**config.mk**
```make
export PLATFORM = sky130hd
export DESIGN_NAME = sid_bus_sequencer
export DESIGN_NICKNAME = d
export VERILOG_FILES = /design/src/rtl/sid_pkg.sv /design/src/rtl/sid_cmd_fifo.sv /design/src/rtl/sid_bus_sequencer.sv
export SDC_FILE = /design/constraint.sdc
export NUM_CORES = 1
export LEC_CHECK = 0
export BUFFER_PORTS_ARGS = -buffer_cell sky130_fd_sc_hd__buf_2
export CORE_ASPECT_RATIO = 1.75
export CORE_UTILIZATION = 45
export DETAILED_ROUTE_END_ITERATION = 8
export PLACE_DENSITY = 0.69
export SLEW_MARGIN = 0
export SYNTH_ARGS = -nofsm -noshare
export SYNTH_HDL_FRONTEND = slang
export SYNTH_SLANG_ARGS = --single-unit
```
**constraint.sdc**
```tcl
create_clock -name CLK -period 7.5 [get_ports CLK]
set_input_delay 1.5 -clock CLK [delete_from_list [all_inputs] [get_ports CLK]]
set_output_delay 1.5 -clock CLK [all_outputs]
set_load 0.05 [all_outputs]
```
**src/rtl/sid_pkg.sv**
```systemverilog
// sid_pkg: shared definitions for the sid register-write command stream.
// Command word (16 bits):
//   [15]=0 : register write, [12:8]=sid address, [7:0]=data, [14:13] don't care
//   [15]=1 : delay, [14:0]=number of 1MHz CLKen ticks
// Host-side encoders and the bus sequencer both decode through these helpers.
package sid_pkg;

    localparam int CMD_W         = 16;
    localparam int SID_ADDR_W    = 5;
    localparam int SID_DATA_W    = 8;
    localparam int CMD_DELAY_BIT = 15;
    localparam int DELAY_W       = 15;

    typedef enum logic {
        ST_IDLE  = 1'b0,
        ST_DELAY = 1'b1
    } seq_state_e;

    function automatic logic cmd_is_delay(input logic [CMD_W-1:0] cmd);
        return cmd[CMD_DELAY_BIT];
    endfunction

    function automatic logic [SID_ADDR_W-1:0] cmd_addr(input logic [CMD_W-1:0] cmd);
        return cmd[SID_DATA_W +: SID_ADDR_W];
    endfunction

    function automatic logic [SID_DATA_W-1:0] cmd_data(input logic [CMD_W-1:0] cmd);
        return cmd[SID_DATA_W-1:0];
    endfunction

    function automatic logic [DELAY_W-1:0] cmd_delay(input logic [CMD_W-1:0] cmd);
        return cmd[DELAY_W-1:0];
    endfunction

endpackage

```
**src/rtl/sid_cmd_fifo.sv**
```systemverilog
// sid_cmd_fifo: synchronous DEPTH x CMD_W command FIFO.
// Ports:
//   clk, rst_n   - clock, async active-low reset
//   flush_i      - synchronous empty; overrides push/pop in the same cycle
//   push_i       - write wdata_i (ignored while full)
//   wdata_i      - command word in
//   pop_i        - drop head entry (ignored while empty)
//   rdata_o      - head entry (combinational read of the storage array)
//   full_o       - level == DEPTH
//   empty_o      - level == 0
//   level_o      - occupancy 0..DEPTH
module sid_cmd_fifo
    import sid_pkg::*;
#(
    parameter int DEPTH = 16,
    localparam int AW   = $clog2(DEPTH),
    localparam int LW   = AW + 1
) (
    input  logic             clk,
    input  logic             rst_n,
    input  logic             flush_i,
    input  logic             push_i,
    input  logic [CMD_W-1:0] wdata_i,
    input  logic             pop_i,
    output logic [CMD_W-1:0] rdata_o,
    output logic             full_o,
    output logic             empty_o,
    output logic [LW-1:0]    level_o
);

    logic [CMD_W-1:0] mem_q [DEPTH];
    logic [AW-1:0]    wr_ptr_q, wr_ptr_d;
    logic [AW-1:0]    rd_ptr_q, rd_ptr_d;
    logic [LW-1:0]    level_q, level_d;
    logic             do_push, do_pop;

    assign full_o  = (level_q == LW'(DEPTH));
    assign empty_o = (level_q == '0);
    assign level_o = level_q;
    assign rdata_o = mem_q[rd_ptr_q];

    assign do_push = push_i && !full_o && !flush_i;
    assign do_pop  = pop_i  && !empty_o && !flush_i;

    // Pointers are AW bits wide so they wrap modulo DEPTH on their own;
    // the separate level counter tells full from empty.
    always_comb begin
        wr_ptr_d = wr_ptr_q;
        rd_ptr_d = rd_ptr_q;
        level_d  = level_q;
        if (flush_i) begin
            wr_ptr_d = '0;
            rd_ptr_d = '0;
            level_d  = '0;
        end else begin
            if (do_push) wr_ptr_d = wr_ptr_q + AW'(1);
            if (do_pop)  rd_ptr_d = rd_ptr_q + AW'(1);
            unique case ({do_push, do_pop})
                2'b10:   level_d = level_q + LW'(1);
                2'b01:   level_d = level_q - LW'(1);
                default: level_d = level_q;
            endcase
        end
    end

    always_ff @(posedge clk or negedge rst_n) begin
        if (!rst_n) begin
            wr_ptr_q <= '0;
            rd_ptr_q <= '0;
            level_q  <= '0;
        end else begin
            wr_ptr_q <= wr_ptr_d;
            rd_ptr_q <= rd_ptr_d;
            level_q  <= level_d;
        end
    end

    // Storage has no reset so it maps onto RAM.
    always_ff @(posedge clk) begin
        if (do_push) mem_q[wr_ptr_q] <= wdata_i;
    end

endmodule

```
**src/rtl/sid_bus_sequencer.sv**
```systemverilog
// sid_bus_sequencer: initiator side of the sid register-write bus.
// Buffers host commands and plays them out at most one per CLKen tick:
// writes pulse WR for one CLK with ADDR/DATA, delays hold off the queue
// for N further ticks.
// Ports:
//   CLK, RSTn   - master clock, async active-low reset
//   CLKen       - 1MHz enable, one CLK wide
//   FLUSH       - synchronous: empty queue, abort delay, drop WR
//   IN_VALID/IN_CMD/IN_READY - host command handshake (IN_READY = !full)
//   WR/ADDR/DATA - sid bus (registered)
//   BUSY        - queue non-empty or a delay in progress
//   LEVEL       - queue occupancy
module sid_bus_sequencer
    import sid_pkg::*;
#(
    parameter int DEPTH = 16
) (
    input  logic                    CLK,
    input  logic                    RSTn,
    input  logic                    CLKen,
    input  logic                    FLUSH,
    input  logic                    IN_VALID,
    input  logic [CMD_W-1:0]        IN_CMD,
    output logic                    IN_READY,
    output logic                    WR,
    output logic [SID_ADDR_W-1:0]   ADDR,
    output logic [SID_DATA_W-1:0]   DATA,
    output logic                    BUSY,
    output logic [$clog2(DEPTH):0]  LEVEL
);

    seq_state_e              state_q;
    logic [DELAY_W-1:0]      cnt_q;
    logic                    wr_q;
    logic [SID_ADDR_W-1:0]   addr_q;
    logic [SID_DATA_W-1:0]   data_q;

    logic [CMD_W-1:0]        head;
    logic                    full, empty;
    logic                    pop;

    // A pop only happens from IDLE on a tick; the FIFO itself also
    // ignores pop under FLUSH, but gating here keeps the FSM consistent.
    assign pop = CLKen && !empty && (state_q == ST_IDLE) && !FLUSH;

    sid_cmd_fifo #(.DEPTH(DEPTH)) u_fifo (
        .clk     (CLK),
        .rst_n   (RSTn),
        .flush_i (FLUSH),
        .push_i  (IN_VALID),
        .wdata_i (IN_CMD),
        .pop_i   (pop),
        .rdata_o (head),
        .full_o  (full),
        .empty_o (empty),
        .level_o (LEVEL)
    );

    always_ff @(posedge CLK or negedge RSTn) begin
        if (!RSTn) begin
            state_q <= ST_IDLE;
            cnt_q   <= '0;
            wr_q    <= 1'b0;
            addr_q  <= '0;
            data_q  <= '0;
        end else if (FLUSH) begin
            // ADDR/DATA deliberately keep the last written value.
            state_q <= ST_IDLE;
            cnt_q   <= '0;
            wr_q    <= 1'b0;
        end else begin
            wr_q <= 1'b0;
            unique case (state_q)
                ST_IDLE: begin
                    if (pop) begin
                        if (!cmd_is_delay(head)) begin
                            wr_q   <= 1'b1;
                            addr_q <= cmd_addr(head);
                            data_q <= cmd_data(head);
                        end else if (cmd_delay(head) != '0) begin
                            cnt_q   <= cmd_delay(head);
                            state_q <= ST_DELAY;
                        end
                    end
                end
                ST_DELAY: begin
                    // Returning to IDLE on the last tick means the next
                    // pop waits for the following tick.
                    if (CLKen) begin
                        cnt_q <= cnt_q - DELAY_W'(1);
                        if (cnt_q == DELAY_W'(1)) state_q <= ST_IDLE;
                    end
                end
                default: state_q <= ST_IDLE;
            endcase
        end
    end

    assign IN_READY = !full;
    assign WR       = wr_q;
    assign ADDR     = addr_q;
    assign DATA     = data_q;
    assign BUSY     = !empty || (state_q != ST_IDLE);

endmodule

```
==> metrics.md <==
| Metric | Value |
|---|---|
| Status | `completed` |
| Worst Clk Skew | `0.01204 ns` |
| Inst Count DP | `1021` |
| Clock Tree Root | `clkbuf_16` |
| Mapped Area | `12160 um2` |
| # nets final | `754` |
| Deepest clock path buffer count | `3` |
| H-tree depth | `1` |
| Most used cell, CP | `mux4_2` |
| CP Data Required Time | `7.95 ns` |
| Ant. Diodes | `0` |
| CP max stage cell | `dfrtp_4` |
| CTS tree | `done` |
| Max VDD drop | `206.0 uV` |
| Async SR Flop Fraction | `0.1438` |
| Total CTS buffers | `25` |
| Final non-filler cell total | `1066` |
| Reg2reg start | `u_fifo.rd_ptr_q[0]` |
| # hold bufs at CTS | `0` |
| Drt initial violations | `536` |
| Primary FF master, synth | `edfxtp_1` |
| Total wire length | `27340 um` |
| Crit path max-delay family | `simple AND/OR/NAND/NOR gates` |
| Clk_lat worst skew | `0.53 ns` |
| Crit path kind | `flop to flop` |
| Setup Viol. Count Final | `0` |
| Vias | `6516` |
| GRT Util Overall | `0.2057` |
| Dpl hpwl | `16740 um` |
| Synth Register Bits | `299` |
| TNS Setup | `0 ns` |
| Layout Area Growth over Synthesis | `11.94%` |
| HP Class | `flop to flop` |
| Post CTS Setup Buffer Count | `0` |
| Crit Path Max Fanout | `55` |
| Worst setup SP type | `flop` |
| Row count | `79` |
| Period minus WS final | `4.772 ns` |
| Starting Density | `0.4572` |
| Tcrit/Tclk final | `0.6363` |
| Initial antenna violation count | `0` |
| Die W | `126.2 um` |
| Worst Reg-to-Reg Cells | `7` |
| Post-synth EDFFs | `256` |
| Power, Total | `4.488 mW` |
| Fmax achieved | `209.5 MHz` |
| Power Density | `329.8 nW/um2` |
| GRT overflow | `0` |
| Final Util | `0.5117` |
| Drt first pass iters | `7` |
| Vias/cell | `6.113` |
| Maxcap violations | `0` |
| HP Start | `DATA[5]` |
| Share of cells above drive strength 1 | `0.2628` |
| Crit-path max cell delay | `1.16 ns` |
| Worst R2R Setup Slack | `2.73 ns` |
| Syn_area_per_cell | `18.14 um2` |
| Die ar. | `27700 um2` |
| Crit path cell chain | `mux4_2 > mux4_2 > or4_4 > o41ai_2 > nand3_1 > a221o_1 > nor3_1` |
| Commonest non-fill, non-tap cell in the layout | `edfxtp_1` |
| Hold Path End | `DATA[5]` |
| Pin count of the biggest net entering global routing | `56` |
| Synth cell types | `53` |
| Leakage | `4.496 nW` |
| Commonest non-fill, non-tap cells in the layout | `256 x edfxtp_1, 65 x mux4_2, 41 x dfrtp_1, 41 x buf_2, 35 x nor2_1` |
| YS warnings | `0` |
| Register area share after synthesis | `0.7209` |
| Relative slew slack | `0.1766` |
| Routability cong. | `0.8916` |
| Unrepaired setup endpoints after global routing | `no` |
| CP Buf/Inv Count | `0` |
| Fin. Hold Viols | `0` |
| Worst Hold Slack | `0.5023 ns` |
| Worst-path clk slew | `0.07 ns` |
| Post-synthesis cell count | `670` |
| Wirelength per Cell | `25.65 um` |
| Worst-margin pin slew | `1.231 ns` |
| Syn Nets | `700` |
| Die height | `219.4 um` |
| Fillers | `2056` |
| TritonCTS Sinks | `299` |
| Antenna viol nets, final | `0` |
| Worst EP arrival | `5.22 ns` |
| Hold depth | `1` |
| FF-to-FF End | `cnt_q[7]` |
| DRC violations left | `0` |
| I/O pin cnt | `42` |
| Crit. End Element | `flop` |
| Vias in the first global route | `6864` |
| First-pass GRT wire length | `41570 um` |
| Post-cts gate resize count | `0` |
| Count of pins over their slew limit | `0` |
| PortBufs | `41` |
| Core area | `26590 um2` |
## cell families after synthesis
family / synth area share
AO/OA/AOI/OAI: 0.04457
AND/OR/NAND/NOR: 0.05157
multiplexers: 0.1488
buffers and inverters: 0.01688
XOR/XNOR: 0.007926
adder cells (fa/ha/maj): 0.009264
flip-flops: 0.7209
## sequential cells by signal, indices dropped and copies added (netlist names)
signal,count
ADDR,5
DATA,8
WR,1
cnt_q,15
state_q,1
u_fifo.level_o,5
u_fifo.mem_q,256
u_fifo.rd_ptr_q,4
u_fifo.wr_ptr_q,4
## worst reg2reg max path, stage by stage (launching register included)
cell,delay [ns]
dfrtp_4,1.16
mux4_2,0.64
mux4_2,0.52
or4_4,0.56
o41ai_2,0.27
nand3_1,0.78
a221o_1,0.58
nor3_1,0.18
## worst max-delay path by stage
stage	start	endpoint	slack [ns]	cells past startpoint
2_1_floorplan	CLKen	u_fifo.level_o[4]	3.97	11
3_3_place_gp	u_fifo.rd_ptr_q[0]	cnt_q[7]	2.84	7
3_5_place_dp	u_fifo.rd_ptr_q[0]	cnt_q[7]	2.73	7
4_1_cts	u_fifo.rd_ptr_q[0]	cnt_q[7]	2.70	7
5_1_grt	u_fifo.rd_ptr_q[0]	cnt_q[7]	2.32	8
6_report	u_fifo.rd_ptr_q[0]	cnt_q[7]	2.73	7
## routing by layer
layer  vias up  global-route usage  part of all wire
li1       2805                   -                 -
met1      3348              0.2352              0.36
met2       283              0.3733              0.53
met3        80             0.02755             0.060
met4         0              0.1080             0.048
met5         -                   0                 0
## layout make-up
class                      count  area [um2]  share of cell area
clock buffer                  29       640.6             0.04708
multi-input combinational    329        3227              0.2371
timing repair buffer          59       340.3             0.02501
inverter                      10       37.54            0.002759
clock inverter                16       187.7             0.01379
tap                          324       405.4             0.02979
sequential                   299        8768              0.6444
## stage by stage
stage	worst slack, ns	cell area (um2)
after CTS	2.698	13610
final	2.728	13610
after detailed placement	2.733	12780
after global placement	2.844	12780
after global routing	2.315	13610
after floorplan	3.969	12160
## report_power, final
part	internal, mW	switching, mW	leakage (nW)
logic	0.420	0.678	1.23
registers	1.91	0.154	2.86
clock network	0.754	0.570	0.405
## Yosys cell counts, types with 2 or more instances
master	instances	area, um2
ha_1	9	112.6
nand4_1	2	12.51
xor2_1	4	35.03
a22o_1	2	17.52
nor4b_1	4	35.03
mux4_2	65	1464
nand2_1	30	112.6
inv_1	10	37.54
dfrtp_1	43	1076
a22oi_1	16	120.1
buf_2	5	25.02
a221o_1	4	40.04
a221oi_1	5	43.79
nor3_1	7	35.03
o21ai_0	14	70.07
buf_6	3	33.78
a21oi_1	16	80.08
nor2_1	51	191.4
clkbuf_1	16	60.06
or4_1	4	30.03
nor4_1	4	25.02
a31oi_1	7	43.79
nand3_1	14	70.07
o22ai_1	2	12.51
nor2b_1	4	25.02
mux2_2	12	135.1
mux2i_1	21	210.2
buf_1	3	11.26
or3_1	4	25.02
xnor2_1	7	61.31
buf_4	5	37.54
edfxtp_1	256	7687
Power figures use the tool's default switching activity.
